--- config.mk ---
export PLATFORM = sky130hd
export DESIGN_NAME = pq_batch_sorter_flat
export DESIGN_NICKNAME = d
export VERILOG_FILES = /design/src/rtl/pq_pkg.sv /design/src/rtl/pq_if.sv /design/src/rtl/pq_order_chk.sv /design/src/rtl/pq_batch_sorter.sv /design/src/flat_wrapper.sv
export SDC_FILE = /design/constraint.sdc
export NUM_CORES = 1
export LEC_CHECK = 0
export ABC_AREA = 0
export BUFFER_PORTS_ARGS = -buffer_cell sky130_fd_sc_hd__buf_2
export CORE_ASPECT_RATIO = 1.25
export CORE_MARGIN = 2
export CORE_UTILIZATION = 33
export DETAILED_ROUTE_END_ITERATION = 7
export PLACE_DENSITY = 0.72
export SYNTH_ARGS = -nofsm -noshare
export SYNTH_HDL_FRONTEND = slang
export SYNTH_HIERARCHICAL = 1
export SYNTH_SLANG_ARGS = --single-unit
--- constraint.sdc ---
create_clock -name clk -period 1.45 [get_ports clk]
set_input_delay 0.145 -clock clk [delete_from_list [all_inputs] [get_ports clk]]
set_output_delay 0.145 -clock clk [all_outputs]
set_load 0.02 [all_outputs]
--- src/rtl/pq_pkg.sv ---
// ============================================================================
// Module : pq_pkg
// Brief  : Shared item type, sorter state encoding and priority-order helper
//          for the priority-queue family.
// Rev    : 1.0  initial release
// ============================================================================
`default_nettype none

package pq_pkg;

   localparam int KEY_W = 8;
   localparam int VAL_W = 8;

   typedef struct packed {
      logic [KEY_W-1:0] key;
      logic [VAL_W-1:0] val;
   } kv_t;

   typedef enum logic {SRT_LOAD, SRT_DRAIN} srt_state_t;

   // Max-first ordering; equal keys impose no order between items.
   function automatic logic kv_before(kv_t a, kv_t b);
      return (a.key > b.key);
   endfunction

endpackage

`default_nettype wire

--- src/rtl/pq_if.sv ---
// ============================================================================
// Module : pq_if
// Brief  : Client/device connection to a priority queue (enq/deq + status).
// Rev    : 1.0  initial release
// ============================================================================
`default_nettype none

interface pq_if;
   import pq_pkg::*;

   kv_t  kvi;
   logic enq;
   logic deq;
   logic full;
   logic busy;
   logic empty;
   kv_t  kvo;

   modport client (output kvi, enq, deq, input full, busy, empty, kvo);
   modport device (input kvi, enq, deq, output full, busy, empty, kvo);
endinterface

`default_nettype wire

--- src/rtl/pq_order_chk.sv ---
// ============================================================================
// Module : pq_order_chk
// Brief  : Remembers the previously emitted item of a batch and raises a
//          sticky error when a later item should have left the queue first.
// Rev    : 1.0  initial release
// ============================================================================
`default_nettype none

module pq_order_chk
   import pq_pkg::*;
(
   input  wire  clk,
   input  wire  rst,
   input  wire  i_fire,
   input  kv_t  i_kv,
   input  wire  i_last,
   output logic o_err
);

   kv_t  r_prev;
   logic r_have_prev;
   logic r_err;

   always_ff @(posedge clk or posedge rst) begin
      if (rst) begin
         r_prev      <= '0;
         r_have_prev <= 1'b0;
         r_err       <= 1'b0;
      end else if (i_fire) begin
         if (r_have_prev && kv_before(i_kv, r_prev)) begin
            r_err <= 1'b1;
         end
         if (i_last) begin
            r_prev      <= '0;
            r_have_prev <= 1'b0;
         end else begin
            r_prev      <= i_kv;
            r_have_prev <= 1'b1;
         end
      end
   end

   assign o_err = r_err;

endmodule

`default_nettype wire

--- src/rtl/pq_batch_sorter.sv ---
// ============================================================================
// Module : pq_batch_sorter
// Brief  : Loads a batch into an attached priority queue, then drains it in
//          priority order. Optional output-order checker: PQ_SORT_CHECK_EN.
// Rev    : 1.0  initial release
// ============================================================================
`default_nettype none

module pq_batch_sorter
   import pq_pkg::*;
#(
   parameter int DEPTH = 16,
   parameter int CNTW  = $clog2(DEPTH + 1)
) (
   input  wire             clk,
   input  wire             rst,
   input  kv_t             in_kv,
   input  wire             in_valid,
   input  wire             in_last,
   output logic            in_ready,
   output kv_t             out_kv,
   output logic            out_valid,
   output logic            out_last,
   input  wire             out_ready,
   pq_if.client            pq,
   output logic [CNTW-1:0] batch_cnt,
   output logic            overflow,
   output logic            order_err
);

   localparam logic [CNTW-1:0] C_DEPTH = CNTW'(DEPTH);
   localparam logic [CNTW-1:0] C_ONE   = CNTW'(1);

   srt_state_t      r_state;
   srt_state_t      w_state_nxt;
   logic [CNTW-1:0] r_cnt;
   logic [CNTW-1:0] w_cnt_nxt;
   logic            r_guard;
   logic            r_overflow;
   logic            w_ovf_nxt;
   logic            w_pq_idle;
   logic            w_enq;
   logic            w_deq;
   kv_t             w_kvi;

   // One op per two cycles: the PQ needs a cycle to settle after every op.
   assign w_pq_idle = !r_guard && !pq.busy;

   always_ff @(posedge clk or posedge rst) begin
      if (rst) begin
         r_state    <= SRT_LOAD;
         r_cnt      <= '0;
         r_guard    <= 1'b0;
         r_overflow <= 1'b0;
      end else begin
         r_state    <= w_state_nxt;
         r_cnt      <= w_cnt_nxt;
         r_guard    <= w_enq || w_deq;
         r_overflow <= w_ovf_nxt;
      end
   end

   always_comb begin
      w_state_nxt = r_state;
      w_cnt_nxt   = r_cnt;
      w_ovf_nxt   = r_overflow;
      in_ready    = 1'b0;
      out_valid   = 1'b0;
      out_last    = 1'b0;
      out_kv      = '0;
      w_kvi       = '0;
      w_enq       = 1'b0;
      w_deq       = 1'b0;
      // Outputs are forced quiet for the whole reset pulse, not just after it.
      if (!rst) begin
         case (r_state)
            SRT_LOAD: begin
               in_ready = w_pq_idle && !pq.full && (r_cnt < C_DEPTH);
               w_kvi    = in_kv;
               w_enq    = in_valid && in_ready;
               if (w_enq) begin
                  w_cnt_nxt = r_cnt + C_ONE;
                  if (in_last) begin
                     w_state_nxt = SRT_DRAIN;
                  end else if (w_cnt_nxt == C_DEPTH) begin
                     w_state_nxt = SRT_DRAIN;
                     w_ovf_nxt   = 1'b1;
                  end
               end
            end
            SRT_DRAIN: begin
               out_valid = w_pq_idle && !pq.empty;
               out_kv    = pq.kvo;
               out_last  = out_valid && (r_cnt == C_ONE);
               w_deq     = out_valid && out_ready;
               if (w_deq) begin
                  if (r_cnt == C_ONE) begin
                     w_state_nxt = SRT_LOAD;
                     w_cnt_nxt   = '0;
                  end else begin
                     w_cnt_nxt = r_cnt - C_ONE;
                  end
               end
            end
            default: w_state_nxt = SRT_LOAD;
         endcase
      end
   end

   assign pq.kvi    = w_kvi;
   assign pq.enq    = w_enq;
   assign pq.deq    = w_deq;
   assign batch_cnt = r_cnt;
   assign overflow  = r_overflow;

`ifdef PQ_SORT_CHECK_EN
   pq_order_chk u_order_chk (
      .clk    (clk),
      .rst    (rst),
      .i_fire (w_deq),
      .i_kv   (out_kv),
      .i_last (out_last),
      .o_err  (order_err)
   );
`else
   assign order_err = 1'b0;
`endif

endmodule

`default_nettype wire
--- src/flat_wrapper.sv ---
// flat-port wrapper written by rule: the top's interface ports become plain ports
module pq_batch_sorter_flat import pq_pkg::*;
#(
   parameter int DEPTH = 16,
   parameter int CNTW  = $clog2(DEPTH + 1)
)
  (clk, rst, in_kv, in_valid, in_last, in_ready, out_kv, out_valid, out_last, out_ready, batch_cnt, overflow, order_err, pq_kvi, pq_enq, pq_deq, pq_full, pq_busy, pq_empty, pq_kvo);
  pq_if pq_i ();
  input  wire clk;
  input  wire rst;
  input  kv_t in_kv;
  input  wire in_valid;
  input  wire in_last;
  output logic in_ready;
  output kv_t out_kv;
  output logic out_valid;
  output logic out_last;
  input  wire out_ready;
  output logic [CNTW-1:0] batch_cnt;
  output logic overflow;
  output logic order_err;
  output wire logic [$bits(pq_i.kvi)-1:0] pq_kvi;
  output wire logic [$bits(pq_i.enq)-1:0] pq_enq;
  output wire logic [$bits(pq_i.deq)-1:0] pq_deq;
  input wire logic [$bits(pq_i.full)-1:0] pq_full;
  input wire logic [$bits(pq_i.busy)-1:0] pq_busy;
  input wire logic [$bits(pq_i.empty)-1:0] pq_empty;
  input wire logic [$bits(pq_i.kvo)-1:0] pq_kvo;
  assign pq_kvi = pq_i.kvi;
  assign pq_enq = pq_i.enq;
  assign pq_deq = pq_i.deq;
  assign pq_i.full = pq_full;
  assign pq_i.busy = pq_busy;
  assign pq_i.empty = pq_empty;
  assign pq_i.kvo = pq_kvo;
  pq_batch_sorter #(.DEPTH(DEPTH), .CNTW(CNTW)) u_core (.clk(clk), .rst(rst), .in_kv(in_kv), .in_valid(in_valid), .in_last(in_last), .in_ready(in_ready), .out_kv(out_kv), .out_valid(out_valid), .out_last(out_last), .out_ready(out_ready), .pq(pq_i), .batch_cnt(batch_cnt), .overflow(overflow), .order_err(order_err));
endmodule
==> results of run 1 <==
[final timing paths]
path                                 start  slack, ns  cells past startpoint                  end
max                         u_core/r_guard      -0.18                      4               pq_deq
min                                in_last       0.06                      2      u_core/overflow
max reg2reg                 u_core/r_guard      -0.14                      5  u_core/batch_cnt[2]
min reg2reg                u_core/overflow       0.47                      2      u_core/overflow
max in group asynchronous              rst       0.70                      3  u_core/batch_cnt[0]
min in group asynchronous              rst       0.47                      3       u_core/r_guard
[cell usage in the layout (no fill, tap or decap), types with 4 or more instances in the layout]
master	Yosys	routed
buf_4	2	27
buf_2	0	70
dfrtp_1	8	4
inv_1	8	5
o21ai_0	5	4
and2_1	33	33
dfrtp_2	0	4
buf_6	2	10
[worst register-to-register path, stage by stage, from the launching register on]
cell      delay, ns
dfrtp_1        0.42
nor4_4         0.40
nand3_2        0.16
buf_6          0.16
a221oi_2       0.24
o21ai_1        0.08
[logic make-up after synthesis]
| family | Yosys count | share of synthesized area, % |
|---|---|---|
| muxes | 1 | 1.12 |
| xor gates and xnor gates | 1 | 0.981 |
| other | 1 | 0.420 |
| and+or+nand+nor | 64 | 47.3 |
| DFF | 8 | 22.4 |
| buffers and inverters | 15 | 8.82 |
| AOI/OAI and AO/OA | 18 | 14.7 |
| adders and majority gates | 3 | 4.20 |
[repair_timing]
item | CTS | global route
pin swaps | 8 | 13
cloned | 1 | 1
buffers inserted | 8 | 7
hold buffers | 1 | 0
endpoints found under the setup margin | 38 | 27
endpoints found under the hold margin | 8 | 0
resized for setup | 23 | 29
[final cells by class]
cell class / count / area, um^2
well taps: 34 / 42.5
flip-flops and latches: 8 / 205
fillers: 225 / 885
clock buffers: 3 / 22.5
inverters: 9 / 35.0
multi-input cells: 88 / 722
repair buffers: 110 / 716
[sequential cells by signal, indices dropped and copies added (netlist names)]
signal	count
u_core/batch_cnt	5
u_core/overflow	1
u_core/r_guard	1
u_core/r_state	1
[layer usage]
metal	wire [um]	track usage (%)
met1	1200	19.4
met2	1900	38.5
met3	352	6.49
met4	63	9.46
met5	0	0
[power breakdown]
group	switching, mW	internal, mW
Combinational	0.492	0.479
Clock	0.0939	0.0959
Sequential	0.0808	0.269
Total	0.667	0.844
[stage by stage]
step / std cells / setup slack (ns) / hold WS, ns
after floorplan: 111 / -0.0374 / -0.0395
after global placement: 231 / 0.0158 / 0.170
after detailed placement: 231 / -0.0268 / 0.179
after CTS: 244 / -0.151 / 0.0679
after global routing: 252 / -0.235 / 0.0663
final: 252 / -0.175 / 0.0596
==> metrics.md, run 1 <==
| Metric | Value |
|---|---|
| Die H | 62.2 um |
| Largest delay share family, worst path | simple AND/OR/NAND/NOR gates |
| Via count | 1191 |
| Post-layout min period | between 1.5 and 2 ns |
| Largest net degree at the start of global routing | 17 |
| Area share of the largest cell type after synthesis | a little under a quarter |
| Share of cells above drive strength 1 | around two thirds |
| Initial antenna violation count | 0 |
| Post-synth top cells | 33 x and2_1, 8 x dfrtp_1, 8 x inv_1 |
| Crit. End Element | output port |
| Root Buffer | clkbuf_4 |
| # IOs | 84 |
| Setup ws final | -0.175 ns |
| CP cell instances | nor4_4 > nand3_2 > clkinv_2 > buf_6 |
| Synthesized area | around 890 um^2 |
| Starting Density | around a third |
| H-tree depth reported by CTS | 1 |
| Final Skew | about 0.007 ns |
| Hold WC Path Type | in -> reg |
| Detail Placement HPWL | around 2400 um |
| VDD IR max | roughly 640 uV |
| Max Freq | between 600 and 700 MHz |
| Synth cell types | 39 |
| Crit Path Max Fanout | 5 |
| Post-synth net total | 154 |
| Sequential share of the synthesized area | 22.4% |
| Clock transition at path regs | 0.06 ns |
| GPL Wtd Cong | 0.833 |
| Die width | 50.5 um |
| WL final | around 3500 um |
| Layout Nets | 263 |
| Placed inst area | approximately 1400 um^2 |
| Primary FF master, synth | dfrtp_1 |
| Outcome | complete, but fails checks |
| Maxcap violations | 0 |
| Diode count | 0 |
| Core area | 2630 um^2 |
| First-pass GRT wire length | roughly 5000 um |
| Buf/Inv on CP | 2 |
| Avg Cell Area, Syn | just over 8 um^2 |
| Clk buf depth | 2 |
| CP max stage delay | roughly 0.42 ns |
| Number of global-route vias before repair | ~1100 |
| Drt first pass iters | 5 |
| Most frequent cell after synthesis | and2_1 |
| Final hold vios | 0 |
| Unrepaired setup endpoints after global routing | true |
| Leakage power | roughly 0.9 nW |
| Top cells by area, synth | and2_1 23%, dfrtp_1 22%, ha_1 4.2%, inv_1 3.4%, o21ai_0 2.8% |
| Post-synth ARST share | 100% |
| # rows | 21 |
| Slowest cell on crit path | dfrtp_1 |
| Avg WL per Cell | roughly 14 um |
| Setup Viol. Count Final | 7 |
| Port buffer count | about 80 |
| Post-Syn Instances | 111 |
| Routed Antenna Nets | 0 |
| Worst path arrival time | approximately 1.5 ns |
| Die area | approximately 3100 um^2 |
| Slew Viols, Final | 0 |
| Setup Crit Path Kind | reg -> out |
| Setup TNS | -0.717 ns |
| Total congestion overflow | 0 |
| Synth area leader | and2_1 |
| Clock latency on the worst-skew pair | 0.27 ns |
| Via density | approximately 4.7 |
| Tcrit/Tclk final | 112% |
| CP required | between 1 and 1.5 ns |
| Overall Power | approximately 1.5 mW |
| Failing checks | setup timing |
| # DRC | 0 |
| TritonCTS Buffers | 3 |
| Startpoint Class | register |
| 1st-iter DRT viols | 13 |
| GRT Util Overall | 20.5% |
| Final instance area | around 1700 um^2 |
| Area growth from synthesis to layout | 95.1% |
| Ys Warns | 6 |
| Final core utilization | 66.3% |
| Clock sink count | 8 |
| P per Cell Area | 866 nW/um^2 |
| Yosys reg bits | 8 |
| CTS tree | built |
| Post-synth EDFFs | 0 |
Note: power is estimated with default switching activity, not from simulation.
==> run 2: changes to the inputs <==
--- a/config.mk
+++ b/config.mk
@@ -11,6 +11,7 @@
 export CORE_MARGIN = 2
 export CORE_UTILIZATION = 33
 export DETAILED_ROUTE_END_ITERATION = 7
+export GPL_TIMING_DRIVEN = 0
 export PLACE_DENSITY = 0.72
 export SYNTH_ARGS = -nofsm -noshare
 export SYNTH_HDL_FRONTEND = slang
==> metrics.md, run 2 (synthesis results as in run 1) <==
| Metric | Value |
|---|---|
| Most frequent cells in the layout | 45 x buf_2, 43 x buf_6, 32 x and2_4 |
| GRT Util Overall | 22.6% (+2.1 points) |
| Share of cells above drive strength 1 | 77.2% (+12 points) |
| Via count | 1303 (+9.4%) |
| Slew Viols, Final | 0 (unchanged) |
| Placed inst area | 1350 um^2 (-2.2%) |
| Number of global-route vias before repair | 1175 (+8.3%) |
| Initial antenna violation count | 0 (unchanged) |
| Worst R2R Start | u_core/batch_cnt[0] |
| Post-placement setup slack | -0.128 ns (-0.101 ns) |
| Max Freq | 591 MHz (-3.9%) |
| Layout Nets | 260 (-1.1%) |
| Hold Crit Depth | 2 (unchanged) |
| # rows | 21 (unchanged) |
| Total congestion overflow | 0 (unchanged) |
| P per Cell Area | 787 nW/um^2 (-9.1%) |
| Reg2reg path depth | 7 (+2) |
| TritonCTS Buffers | 3 (unchanged) |
| Area growth from synthesis to layout | 120% |
| Diode count | 0 (unchanged) |
| Post-layout min period | 1.69 ns (+0.0658 ns) |
| Startpoint Class | register |
| Unrepaired setup endpoints after global routing | true |
| Clk buf depth | 2 (unchanged) |
| Worst path arrival time | 1.81 ns (+0.33 ns) |
| Crit. End Element | register |
| Via density | 5.23 (+11%) |
| Setup Crit Path Kind | reg -> reg |
| Starting Density | 34.0% (unchanged) |
| Final Skew | 0.000917 ns (-0.00606 ns) |
| Clock latency on the worst-skew pair | 0.25 ns (-0.02 ns) |
| Final hold vios | 0 (unchanged) |
| Final instance area | 1960 um^2 (+13%) |
| CP required | 1.57 ns (+0.26 ns) |
| VDD IR max | 699 uV (+8.6%) |
| Largest net degree at the start of global routing | 11 (-6) |
| FF-to-FF setup slack | -0.24 ns (-0.10 ns) |
| Drt first pass iters | 4 (-1) |
| Worst Hold Launch | in_last |
| Filler instances | 163 (-28%) |
| Root Buffer | clkbuf_4 |
| Failing checks | setup timing |
| Setup crit start | u_core/batch_cnt[0] |
| Leakage power | 0.984 nW (+6.1%) |
| WL final | 4630 um (+32%) |
| Setup ws final | -0.241 ns (-0.0658 ns) |
| Crit Path Max Fanout | 5 (unchanged) |
| Tcrit/Tclk final | 117% (+4.5 points) |
| Routed Antenna Nets | 0 (unchanged) |
| Die area | 3140 um^2 (unchanged) |
| CTS tree | built |
| Avg WL per Cell | 18.6 um (+33%) |
| H-tree depth reported by CTS | 1 (unchanged) |
| Die H | 62.2 um (unchanged) |
| Setup Viol. Count Final | 38 (+31) |
| Worst Hold End | u_core/overflow |
| First-pass GRT wire length | 5510 um (+11%) |
| 1st-iter DRT viols | 33 (+20) |
| Worst r2r dst | u_core/batch_cnt[4] |
| Port buffer count | 82 (unchanged) |
| Hold WC Path Type | in -> reg |
| Commonest non-fill, non-tap cell in the layout | buf_2 |
| # DRC | 0 (unchanged) |
| Clock sink count | 8 (unchanged) |
| Core area | 2630 um^2 (unchanged) |
| Outcome | complete, but fails checks |
| Die width | 50.5 um (unchanged) |
| # IOs | 84 (unchanged) |
| GPL Wtd Cong | 0.796 (-4.4%) |
| Max FFs per register | 5 (unchanged) |
| Detail Placement HPWL | 2320 um (-1.6%) |
| Maxcap violations | 0 (unchanged) |
| Clock transition at path regs | 0.05 ns (about the same) |
==> run 2: changes by cell type in the layout (fill, tap and decap cells not counted), moves of 2 or more <==
cell | before | now
inv_2 | 3 | 1
inv_4 | 0 | 2
buf_6 | 10 | 43
buf_8 | 1 | 3
and2_4 | 0 | 32
buf_4 | 27 | 14
buf_2 | 70 | 45
and2_1 | 33 | 2
==> run 2: area by class of cell <==
cell class | count | area [um^2] | area share (%)
Clock buffer | 3 | 22.5 | 1.15
Multi-Input combinational cell | 88 | 759 | 38.7
Sequential cell | 8 | 205 | 10.4
Inverter | 9 | 40.0 | 2.04
Tap cell | 34 | 42.5 | 2.17
Buffer | 6 | 67.6 | 3.44
Timing Repair Buffer | 101 | 827 | 42.1
==> run 2: per-stage QoR <==
step	util (%)	instances	hold slack (ns)	setup TNS [ns]	power, mW
3_3_place_gp	51.4	227	0.165	-0.848	1.02
5_1_grt	74.8	249	0.124	-4.87	1.63
3_5_place_dp	51.4	227	0.176	-0.978	1.02
4_1_cts	67.0	248	0.0848	-2.05	1.43
2_1_floorplan	-	111	-0.0395	-0.0529	0.824
6_report	74.8	249	0.112	-3.09	1.55
==> run 2: worst max-delay path by stage <==
stage                                      to  cells after the start
final                     u_core/batch_cnt[4]                      7
after global routing      u_core/batch_cnt[4]                      7
after CTS                            out_last                      5
after detailed placement             out_last                      5
after global placement               out_last                      5
after floorplan           u_core/batch_cnt[4]                      6
==> run 2: layer usage <==
layer	global-route usage (%)	wire length (um)	vias up
met1	23.5	1790	613
met3	5.77	377	16
met2	42.3	2330	87
li1	-	-	587
met4	8.11	125	0
met5	0	0	-
==> run 2: worst max-delay path, stage by stage (launching register included) <==
cell	delay (ns)
dfrtp_2	0.46
buf_6	0.14
inv_4	0.07
ha_4	0.13
nand2_1	0.06
or3_4	0.34
a21oi_1	0.23
o2bb2ai_1	0.13
==> run 2: where the power goes <==
group / total, mW / internal [mW] / leakage (nW) / switching, mW
Sequential: 0.347 / 0.271 / 0.0872 / 0.0757
Combinational: 1.03 / 0.515 / 0.883 / 0.512
Clock: 0.172 / 0.0948 / 0.0138 / 0.0772
Total: 1.55 / 0.881 / 0.984 / 0.665
==> run 2: repair_timing <==
| item | 4_1_cts | 5_1_grt |
|---|---|---|
| gates resized for setup | 77 | 63 |
| setup buffers | 16 | 0 |
| endpoints found under the setup margin | 33 | 41 |
| pin swaps | 12 | 26 |
| cloned | 1 | 1 |
| endpoints found under the hold margin | 8 | 0 |
| hold buffers | 1 | 0 |
==> run 3: changes to the inputs <==
--- a/config.mk
+++ b/config.mk
@@ -6,13 +6,14 @@
 export NUM_CORES = 1
 export LEC_CHECK = 0
 export ABC_AREA = 0
-export BUFFER_PORTS_ARGS = -buffer_cell sky130_fd_sc_hd__buf_2
+export BUFFER_PORTS_ARGS = -buffer_cell sky130_fd_sc_hd__buf_4
 export CORE_ASPECT_RATIO = 1.25
 export CORE_MARGIN = 2
 export CORE_UTILIZATION = 33
 export DETAILED_ROUTE_END_ITERATION = 7
 export GPL_TIMING_DRIVEN = 0
 export PLACE_DENSITY = 0.72
+export SLEW_MARGIN = 20
 export SYNTH_ARGS = -nofsm -noshare
 export SYNTH_HDL_FRONTEND = slang
 export SYNTH_HIERARCHICAL = 1
==> metrics.md, run 3 (synthesis results as in run 1) <==
| Metric | Value |
|---|---|
| First-pass GRT wire length | 6800 um (+24%) |
| 1st-iter DRT viols | 29 (-12%) |
| Avg WL per Cell | 17.4 um (-6.2%) |
| Starting Density | 34.0% (unchanged) |
| Commonest non-fill, non-tap cell in the layout | buf_4 |
| Final Skew | 0.00950 ns (+0.00858 ns) |
| Tcrit/Tclk final | 112% (-4.9 points) |
| Share of cells above drive strength 1 | 76.6% (-0.60 points) |
| Max Freq | 617 MHz (+4.4%) |
| Layout Nets | 263 (+1.2%) |
| WL final | 4390 um (-5.1%) |
| Logic pwr share | 66.9% (+0.5 points) |
| Hold Crit Depth | 2 (unchanged) |
| Sequential share of power | 21.8% (-0.6 points) |
| CP required | 1.31 ns (-0.26 ns) |
| Root Buffer | clkbuf_4 |
| Setup Crit Path Kind | reg -> out |
| Overall Power | 1.61 mW (+4.3%) |
| Worst Hold End | u_core/overflow |
| H-tree depth reported by CTS | 1 (unchanged) |
| Worst Hold Launch | in_last |
| Largest net degree at the start of global routing | 11 (unchanged) |
| Die area | 3140 um^2 (unchanged) |
| Crit. End Element | output port |
| Failing checks | setup timing |
| Startpoint Class | register |
| Hold WC Path Type | in -> reg |
| Outcome | complete, but fails checks |
| Drt first pass iters | 4 (unchanged) |
| Filler instances | 165 (+1.2%) |
| FF-to-FF setup slack | -0.14 ns (+0.10 ns) |
| Reg2reg path depth | 7 (unchanged) |
| Initial antenna violation count | 0 (unchanged) |
| Clock power share | 11.3% (+0.2 points) |
| Slew Viols, Final | 0 (unchanged) |
| Core area | 2630 um^2 (unchanged) |
| # DRC | 0 (unchanged) |
| TritonCTS Buffers | 3 (unchanged) |
| Diode count | 0 (unchanged) |
| NetSw | 0.681 mW (+2.4%) |
| Final hold vios | 0 (unchanged) |
| # rows | 21 (unchanged) |
| # IOs | 84 (unchanged) |
| Max FFs per register | 5 (unchanged) |
| Number of global-route vias before repair | 1308 (+11%) |
| Die H | 62.2 um (unchanged) |
| GPL Wtd Cong | 0.871 (+9.4%) |
| Int Power | 0.932 mW (+5.7%) |
| CTS tree | built |
| Setup ws final | -0.170 ns (+0.0717 ns) |
| Worst R2R Start | u_core/batch_cnt[1] |
| P per Cell Area | 785 nW/um^2 (-0.22%) |
| Setup TNS | -1.39 ns (+1.71 ns) |
| Worst path arrival time | 1.47 ns (-0.34 ns) |
| Die width | 50.5 um (unchanged) |
| Routed Antenna Nets | 0 (unchanged) |
| Clock transition at path regs | 0.06 ns (about the same) |
| Maxcap violations | 0 (unchanged) |
| GRT Util Overall | 28.8% (+6.2 points) |
| Leakage power | 1.02 nW (+4.2%) |
| Post-layout min period | 1.62 ns (-0.0717 ns) |
| Via density | 5.08 (-2.9%) |
| Clock sink count | 8 (unchanged) |
| Most frequent cells in the layout | 68 x buf_4, 37 x buf_6, 28 x and2_4 |
| VDD IR max | 726 uV (+3.8%) |
| Clock latency on the worst-skew pair | 0.27 ns (+0.02 ns) |
| Crit Path Max Fanout | 3 (-2) |
| Worst r2r dst | u_core/batch_cnt[4] |
| Total congestion overflow | 0 (unchanged) |
| Sw Share | 42.2% (-0.78 points) |
| Port buffer count | 82 (unchanged) |
| Setup Viol. Count Final | 25 (-34%) |
| Detail Placement HPWL | 2680 um (+16%) |
| Area growth from synthesis to layout | 130% |
| Via count | 1280 (-1.8%) |
| Unrepaired setup endpoints after global routing | true |
| Clk buf depth | 2 (unchanged) |
## run 3: changes by cell type in the layout (fill, tap and decap cells not counted), moves of 2 or more
cell,change
and2_4,-4
o21ai_0,-2
buf_2,-45
buf_4,+54
o21ai_1,+2
buf_6,-6
and2_1,+4
## run 3: what timing repair did
action | CTS | global route
buffers inserted | 15 | 5
cloned | 2 | 0
endpoints found under the setup margin | 35 | 38
resized for setup | 80 | 19
pin swaps | 32 | 10
hold buffers | 1 | 0
endpoints found under the hold margin | 8 | 0
## run 3: per-stage QoR
stage | area (um^2) | setup WS, ns | cells | util, % | hold slack, ns
after floorplan | 898 | -0.0374 | 111 | - | -0.0395
after global placement | 1560 | -0.0885 | 227 | 59.2 | 0.154
after detailed placement | 1560 | -0.144 | 227 | 59.2 | 0.160
after CTS | 1990 | -0.142 | 248 | 75.6 | 0.0685
after global routing | 2050 | -0.229 | 252 | 78.1 | 0.0808
final | 2050 | -0.170 | 252 | 78.1 | 0.0730
## run 3: final cells by class
cell class	count	area (um^2)	share of cell area [%]
Clock buffer	3	22.5	1.10
Multi-Input combinational cell	88	746	36.3
Timing Repair Buffer	105	937	45.6
Sequential cell	8	206	10.1
Buffer	5	60.1	2.93
Tap cell	34	42.5	2.07
Inverter	9	38.8	1.89
## run 3: metal layers
metal | vias to the layer above | share of wire, % | track usage (%) | routed length [um]
li1 | 589 | - | - | -
met1 | 620 | 38 | 34.2 | 1670
met2 | 65 | 54 | 50.8 | 2370
met3 | 6 | 6.8 | 4.81 | 297
met4 | 0 | 1.3 | 10.5 | 58
met5 | - | 0 | 0 | 0
## run 3: how the worst max path moves through the flow
stage	startpoint	to	slack, ns	depth (start not counted)
after global placement	u_core/batch_cnt[1]	u_core/batch_cnt[2]	-0.09	6
after CTS	u_core/batch_cnt[1]	out_last	-0.14	5
after floorplan	u_core/batch_cnt[0]	u_core/batch_cnt[4]	-0.04	6
after detailed placement	u_core/batch_cnt[1]	u_core/batch_cnt[2]	-0.14	6
final	u_core/r_guard	out_last	-0.17	4
after global routing	u_core/r_guard	out_last	-0.23	4
## run 3: power groups by stage
stage | Combinational, mW | Sequential, mW | Clock, mW
3_5_place_dp | 0.762 | 0.363 | 0
6_report | 1.08 | 0.351 | 0.182
2_1_floorplan | 0.435 | 0.389 | 0
3_3_place_gp | 0.738 | 0.358 | 0
5_1_grt | 1.15 | 0.356 | 0.188
4_1_cts | 0.998 | 0.344 | 0.187
## run 3: critical path, cell delays in order, from the launching register on
cell and delay, ns:
dfrtp_1 0.42, nor4_4 0.33, buf_4 0.17, and3_4 0.17, buf_6 0.11
